File: src/rtl/fs_serial.sv
// Bit-serial subtractor: D = A - B - Bi computed LSB first over WIDTH
// cycles with a single full-subtractor cell and a registered borrow.
// Operands and results move through valid/ready handshakes.
module fs_serial #(
    parameter int WIDTH = 8
) (
    input  logic             Clk,
    input  logic             Rst_n,
    input  logic             In_valid,
    output logic             In_ready,
    input  logic [WIDTH-1:0] A,
    input  logic [WIDTH-1:0] B,
    input  logic             Bi,
    output logic             Out_valid,
    input  logic             Out_ready,
    output logic [WIDTH-1:0] D,
    output logic             Bo,
    output logic             V,
    output logic             Busy
);

    localparam int CW = $clog2(WIDTH) + 1;
    localparam logic [CW-1:0] LAST = CW'(WIDTH - 1);

    typedef enum logic [1:0] {
        IDLE  = 2'd0,
        SHIFT = 2'd1,
        DONE  = 2'd2
    } state_t;

    state_t          state;
    state_t          state_nxt;
    logic [WIDTH-1:0] ra;
    logic [WIDTH-1:0] rb;
    logic             borrow;
    logic [CW-1:0]    cnt;
    logic             accept;
    logic             a_bit;
    logic             b_bit;
    logic             d_bit;
    logic             borrow_nxt;
    logic             last_step;
    logic [WIDTH:0]   d_cat;

    // Full-subtractor difference bit.
    function automatic logic fs_diff(input logic a, input logic b, input logic c);
        return a ^ b ^ c;
    endfunction

    // Full-subtractor borrow out: borrow when a < b + c for this bit.
    function automatic logic fs_borrow(input logic a, input logic b, input logic c);
        return (~a & b) | (~(a ^ b) & c);
    endfunction

    assign a_bit      = ra[0];
    assign b_bit      = rb[0];
    assign d_bit      = fs_diff(a_bit, b_bit, borrow);
    assign borrow_nxt = fs_borrow(a_bit, b_bit, borrow);
    assign last_step  = (cnt == LAST);
    // New difference bit enters at the MSB while D moves right; works for WIDTH=1 too.
    assign d_cat      = {d_bit, D};

    // State register.
    always_ff @(posedge Clk) begin
        if (!Rst_n) begin
            state <= IDLE;
        end else begin
            state <= state_nxt;
        end
    end

    // Next-state decode and handshake outputs.
    always_comb begin
        state_nxt = state;
        In_ready  = 1'b0;
        Out_valid = 1'b0;
        Busy      = 1'b0;
        accept    = 1'b0;
        case (state)
            IDLE: begin
                In_ready = 1'b1;
                if (In_valid) begin
                    accept    = 1'b1;
                    state_nxt = SHIFT;
                end
            end
            SHIFT: begin
                Busy = 1'b1;
                if (last_step) begin
                    state_nxt = DONE;
                end
            end
            DONE: begin
                Busy      = 1'b1;
                Out_valid = 1'b1;
                if (Out_ready) begin
                    state_nxt = IDLE;
                end
            end
            default: begin
                state_nxt = IDLE;
            end
        endcase
    end

    // Operand shift registers, borrow chain, bit counter and result registers.
    always_ff @(posedge Clk) begin
        if (!Rst_n) begin
            ra     <= '0;
            rb     <= '0;
            borrow <= 1'b0;
            cnt    <= '0;
            D      <= '0;
            Bo     <= 1'b0;
            V      <= 1'b0;
        end else if (accept) begin
            ra     <= A;
            rb     <= B;
            borrow <= Bi;
            cnt    <= '0;
        end else if (state == SHIFT) begin
            ra     <= ra >> 1;
            rb     <= rb >> 1;
            borrow <= borrow_nxt;
            cnt    <= cnt + CW'(1);
            D      <= d_cat[WIDTH:1];
            if (last_step) begin
                // Signed overflow: borrow into the MSB differs from borrow out of it.
                V  <= borrow ^ borrow_nxt;
                Bo <= borrow_nxt;
            end
        end
    end

endmodule

File: config.mk
export PLATFORM = sky130hd
export DESIGN_NAME = fs_serial
export DESIGN_NICKNAME = d
export VERILOG_FILES = /design/src/rtl/fs_serial.sv
export SDC_FILE = /design/constraint.sdc
export NUM_CORES = 1
export LEC_CHECK = 0
export CORE_UTILIZATION = 40
export DETAILED_ROUTE_END_ITERATION = 10
export DONT_BUFFER_PORTS = 1
export SLEW_MARGIN = 30
export SYNTH_ARGS = -nofsm -noshare
export SYNTH_HDL_FRONTEND = slang
export SYNTH_SLANG_ARGS = --single-unit
File: constraint.sdc
create_clock -name Clk -period 1.3 [get_ports Clk]
set_input_delay 0.26 -clock Clk [delete_from_list [all_inputs] [get_ports Clk]]
set_output_delay 0.26 -clock Clk [all_outputs]
set_load 0.05 [all_outputs]
* After elaboration in Yosys (flattened, before gate mapping)
Cells that the tools add are included.
** Operators by class
- Magnitude comparators :: 0
- Multiplexer cells :: 15
- Eq/ne operators :: 6
- Bitwise operators :: 10
- Shifts and indexed selects :: 0
- Reduce and logical (&&, ||, !) cells :: 7
- Divide/modulo/power cells :: 0
- Multipliers :: 0
- Add/sub/neg operators :: 1
** Operators by type and width (number)
- $mux 8 :: 4
- $mux 1 :: 7
- $mux 2 :: 3
- $ne 2x2->1 const B :: 3
- $pmux 2 s3 :: 1
- $reduce_and 3->1 :: 2
- $add 4x1->4 const B :: 1
- $eq 4x3->1 const B :: 1
- $not 1->1 :: 4
- $reduce_or 2->1 :: 2
- $xor 1x1->1 :: 3
- $and 1x1->1 :: 2
- $eq 2x1->1 const B :: 1
- $eq 2x2->1 const B :: 1
- $logic_not 2->1 :: 1
- $reduce_and 2->1 :: 1
- $reduce_bool 2->1 :: 1
- $or 1x1->1 :: 1
** Word-level totals
- Output and inout bits :: 13
- Memories :: 0
- Bits in latches :: 0
- Register bits :: 33
- Bits of input ports :: 21
- Memory bits (writable) :: 0
- Memory bits (read-only) :: 0

* Longest topological paths before layout
- Depth after elaboration :: 6
- Mapped depth :: 7

* Worst setup path before layout
No wires, ideal clock.
- Kind :: reg-to-reg
- Start point :: reg state[0]
- End point :: reg Bo
- Period minus slack after synthesis :: 1.669 ns
- Path slack :: -0.369 ns
- Cell stages (with the launch flop) :: 6
- Data arrival time :: 1.553 ns
- Setup time :: 0.115 ns
- Data required time :: 1.185 ns
- Cells stage by stage :: dfxtp_1 -> inv_1 -> ha_1 -> nand2_2 -> a31o_2 -> and3_1
** On the way
- Cells in the longest elaborated chain, start to end :: 4
** Ends and longest elaborated chain
- start: declaration :: line 31 : state_t state;
- start signal: assignment :: line 68 : state <= state_nxt;
- $logic_not 2->1 :: line 79 : case (state)
- $mux 1 :: line 79
- $not 1->1 (no line)
- $reduce_and 3->1 (no line) (*)
- end signal: assignment :: line 130 : Bo <= borrow_nxt;
- end: declaration :: line 17 : output logic Bo,
Every way passes the cells marked *; elsewhere a longest branch is shown, timed or not.
A chain may end at the register's enable or synchronous reset.

* Worst setup path after layout
- Start point :: reg state[0]
- End point :: out Busy
** On the way
- Cells in the longest elaborated chain, start to end :: 3
** Ends and longest elaborated chain
- $eq 2x1->1 / $eq 2x2->1 (equally long branches) :: line 79
- $reduce_or 2->1 (no line) (*)
- $mux 1 (*) :: line 79
- end: declaration :: line 19 : output logic Busy
Marked as above.

==> impl_metrics.tcl <==
set metrics [dict create \
    syn2layout_area_growth_pct 24.7 \
    critPathKind "flip-flop to primary output" \
    dp_hpwl_mm 2.07 \
    pwr_density_cell_nw_per_um2 1730 \
    p_clk_frac 0.218 \
    clk_path_buf_depth 2 \
    drive_gt1_frac 0.277 \
    grt_usage 0.160 \
    preCtsSetupSlack_ns -0.0843 \
    outcome "complete, but fails checks" \
    n_fill_cell 339 \
    top_level_ports 34 \
    die_w_um 64.7 \
    grt_pass1_vias 1129 \
    yosysSeqAreaShare 0.421 \
    rows 22 \
    swShare 0.335 \
    synth_area_um2 1570 \
    die_h_um 64.7 \
    slew_headroom 0.727 \
    viasPerCell 5.11 \
    start_kind "flip-flop" \
    nets 199 \
    clk_pin_slew_worst_paths_ns 0.07 \
    gr-total-overflow 0 \
    cp_max_fo 3 \
    grt_pass1_wl_mm 5.13 \
    arrival_ns 1.07 \
    cts_made_buffers 5 \
    r2r_start "state[1]" \
    antenna_left 0 \
    synth_cells 151 \
    startpoint "state[0]" \
    drt_iter0_drc 70 \
    failed_checks "setup timing" \
    worst_ir_drop_vdd_mv 0.931 \
    worst_setup_path_end_kind "primary output" \
    synth.distinct_cells 29 \
    worst_pin_slew_ns 0.409 \
    routedWlPerCell_um 13.9 \
    min_from "Rst_n" \
    multi_input_area_um2 882 \
    clock_latency_ns 0.28 \
    finalCritPeriodShare 1.02 \
    dr.pass1.iters 4 \
    rsz0062_at_grt "yes" \
    worstPathRequired_ns 1.04 \
    coreArea_um2 3720 \
    placed_cell_area_um2 1760 \
    place.gp.congestion 0.733 \
    io_buffers 0 \
    p_leak_nw 0.892 \
    power.switching_mw 1.13 \
    antenna_found_initial 0 \
    start_util 0.423 \
    hold_path_class "primary input to flip-flop" \
    cts_root_buf "clkbuf_8" \
    diodes 0 \
    finalWirelength_mm 3.08 \
    seqCellArea_um2 666 \
    slew_violations 0 \
    drv_cap 0 \
    max_freq_mhz 751 \
    remaining_drc_errors 0 \
    floorplan.die_area_um2 4180 \
    yosys.area.top_type_share 0.421 \
    synth_top_cell_by_area "dfxtp_1" \
    grt_max_degree 32 \
    power_frac_seq 0.368 \
    fin_skew_ns 0.00398 \
    via_count 1129 \
    cts_tree "yes" \
    combinationalPowerShare 0.413 \
    clkSinkCount 33 \
    synth_nets 178 \
    cts_max_level 2 \
    hold_viol_final 0 \
    finalWorstSetupSlack_ns -0.0319 \
    synth_warnings 0 \
    final_area_um2 1960 \
    avgSynthCellArea_um2 10.4 \
    p_int_mw 2.25 \
    setup_viol 5 \
    layout_min_cycle_time_ns 1.33 \
    synth-seq-cells 33 \
    ys_top_cells_by_area "dfxtp_1 (42%), mux2i_1 (15%), o211a_1 (8.9%), nand2_1 (4.5%), ha_1 (4.0%)" \
]
-- synthesized netlist by cell type --
cell type,count
inv_1,5
a31o_2,2
and3b_1,1
a211oi_2,1
o31ai_1,1
nand3_1,3
nand2_2,1
nand3b_1,3
buf_8,1
xor2_1,2
clkbuf_1,3
buf_4,1
o311a_1,1
mux2i_1,23
buf_2,1
a21boi_1,1
xnor2_1,2
and3_1,1
nand2_1,19
nor2_1,4
fa_1,1
ha_1,5
a21boi_0,3
buf_6,4
o211ai_1,2
dfxtp_1,33
o211a_1,14
nor2b_1,10
nand4_1,3
-- registers in the layout, summed over array words and instances, names as in the netlist --
signal  count
borrow      1
cnt         4
rb          8
V           1
D           8
Bo          1
state       2
ra          8
-- cell type report --
| class | instances | share of cell area |
|---|---|---|
| Sequential cell | 33 | 0.340 |
| Timing Repair Buffer | 24 | 0.123 |
| Inverter | 5 | 0.0121 |
| Clock inverter | 3 | 0.00895 |
| Tap cell | 48 | 0.0307 |
| Multi-Input combinational cell | 103 | 0.450 |
| Clock buffer | 5 | 0.0351 |
-- final timing paths --
check | end | slack [ns] | cells after the start
worst max-delay path | Busy | -0.03 | 2
worst min-delay path | ra[4] | 0.10 | 1
worst max register to register | Bo | -0.02 | 6
worst min register to register | rb[7] | 0.49 | 2
-- kinds of logic after synthesis --
group / Yosys count / share of synthesized area
adders and majority gates: 6 / 0.0526
AOI/OAI and AO/OA: 25 / 0.148
xor gates and xnor gates: 4 / 0.0223
muxes: 23 / 0.147
DFF: 33 / 0.421
and+or+nand+nor: 45 / 0.144
buffers and inverters: 15 / 0.0653
-- layout by cell type, fill, tap and decap left out, types with 4 or more instances in the layout --
cell,instances
dfxtp_1,31
nor2_1,4
nand2_1,19
mux2i_1,23
clkbuf_8,5
nor2b_1,9
o211a_1,14
buf_4,17
-- layer usage --
layer	wire (µm)	vias up	track usage
met5	0	-	0
met4	32	0	0.0500
met3	172	4	0.0563
met2	1530	25	0.270
met1	1340	528	0.189
li1	-	572	-
-- timing repair --
| item | 4_1_cts | 5_1_grt |
|---|---|---|
| setup endpoints to repair | 30 | 24 |
| pin swaps | 1 | 5 |
| resized for setup | 9 | 9 |
| setup buffers | 3 | 2 |
| gates cloned | 0 | 0 |
| hold buffers | 0 | 0 |
-- power groups by stage --
stage,combinational (mW),sequential (mW),clock (mW)
2_1_floorplan,0.994,1.28,0
3_3_place_gp,1.14,1.25,0
3_5_place_dp,1.17,1.26,0
4_1_cts,1.30,1.24,0.762
5_1_grt,1.51,1.26,0.813
6_report,1.40,1.24,0.738
-- through the flow --
stage	TNS, ns	util	total power, mW	hold slack [ns]	instances
6_report	-0.0912	0.527	3.38	0.105	221
5_1_grt	-0.547	0.527	3.58	0.0894	221
4_1_cts	-0.0856	0.514	3.31	0.0965	219
3_5_place_dp	-0.493	0.473	2.42	0.401	208
3_3_place_gp	-0.149	0.473	2.39	0.395	208
2_1_floorplan	-0.160	-	2.28	0.416	151
-- critical path, cell delays in order, from the launching register on --
cell and delay, ns:
dfxtp_4 0.38, inv_4 0.06, ha_4 0.35
(Power assumes the default switching activity.)
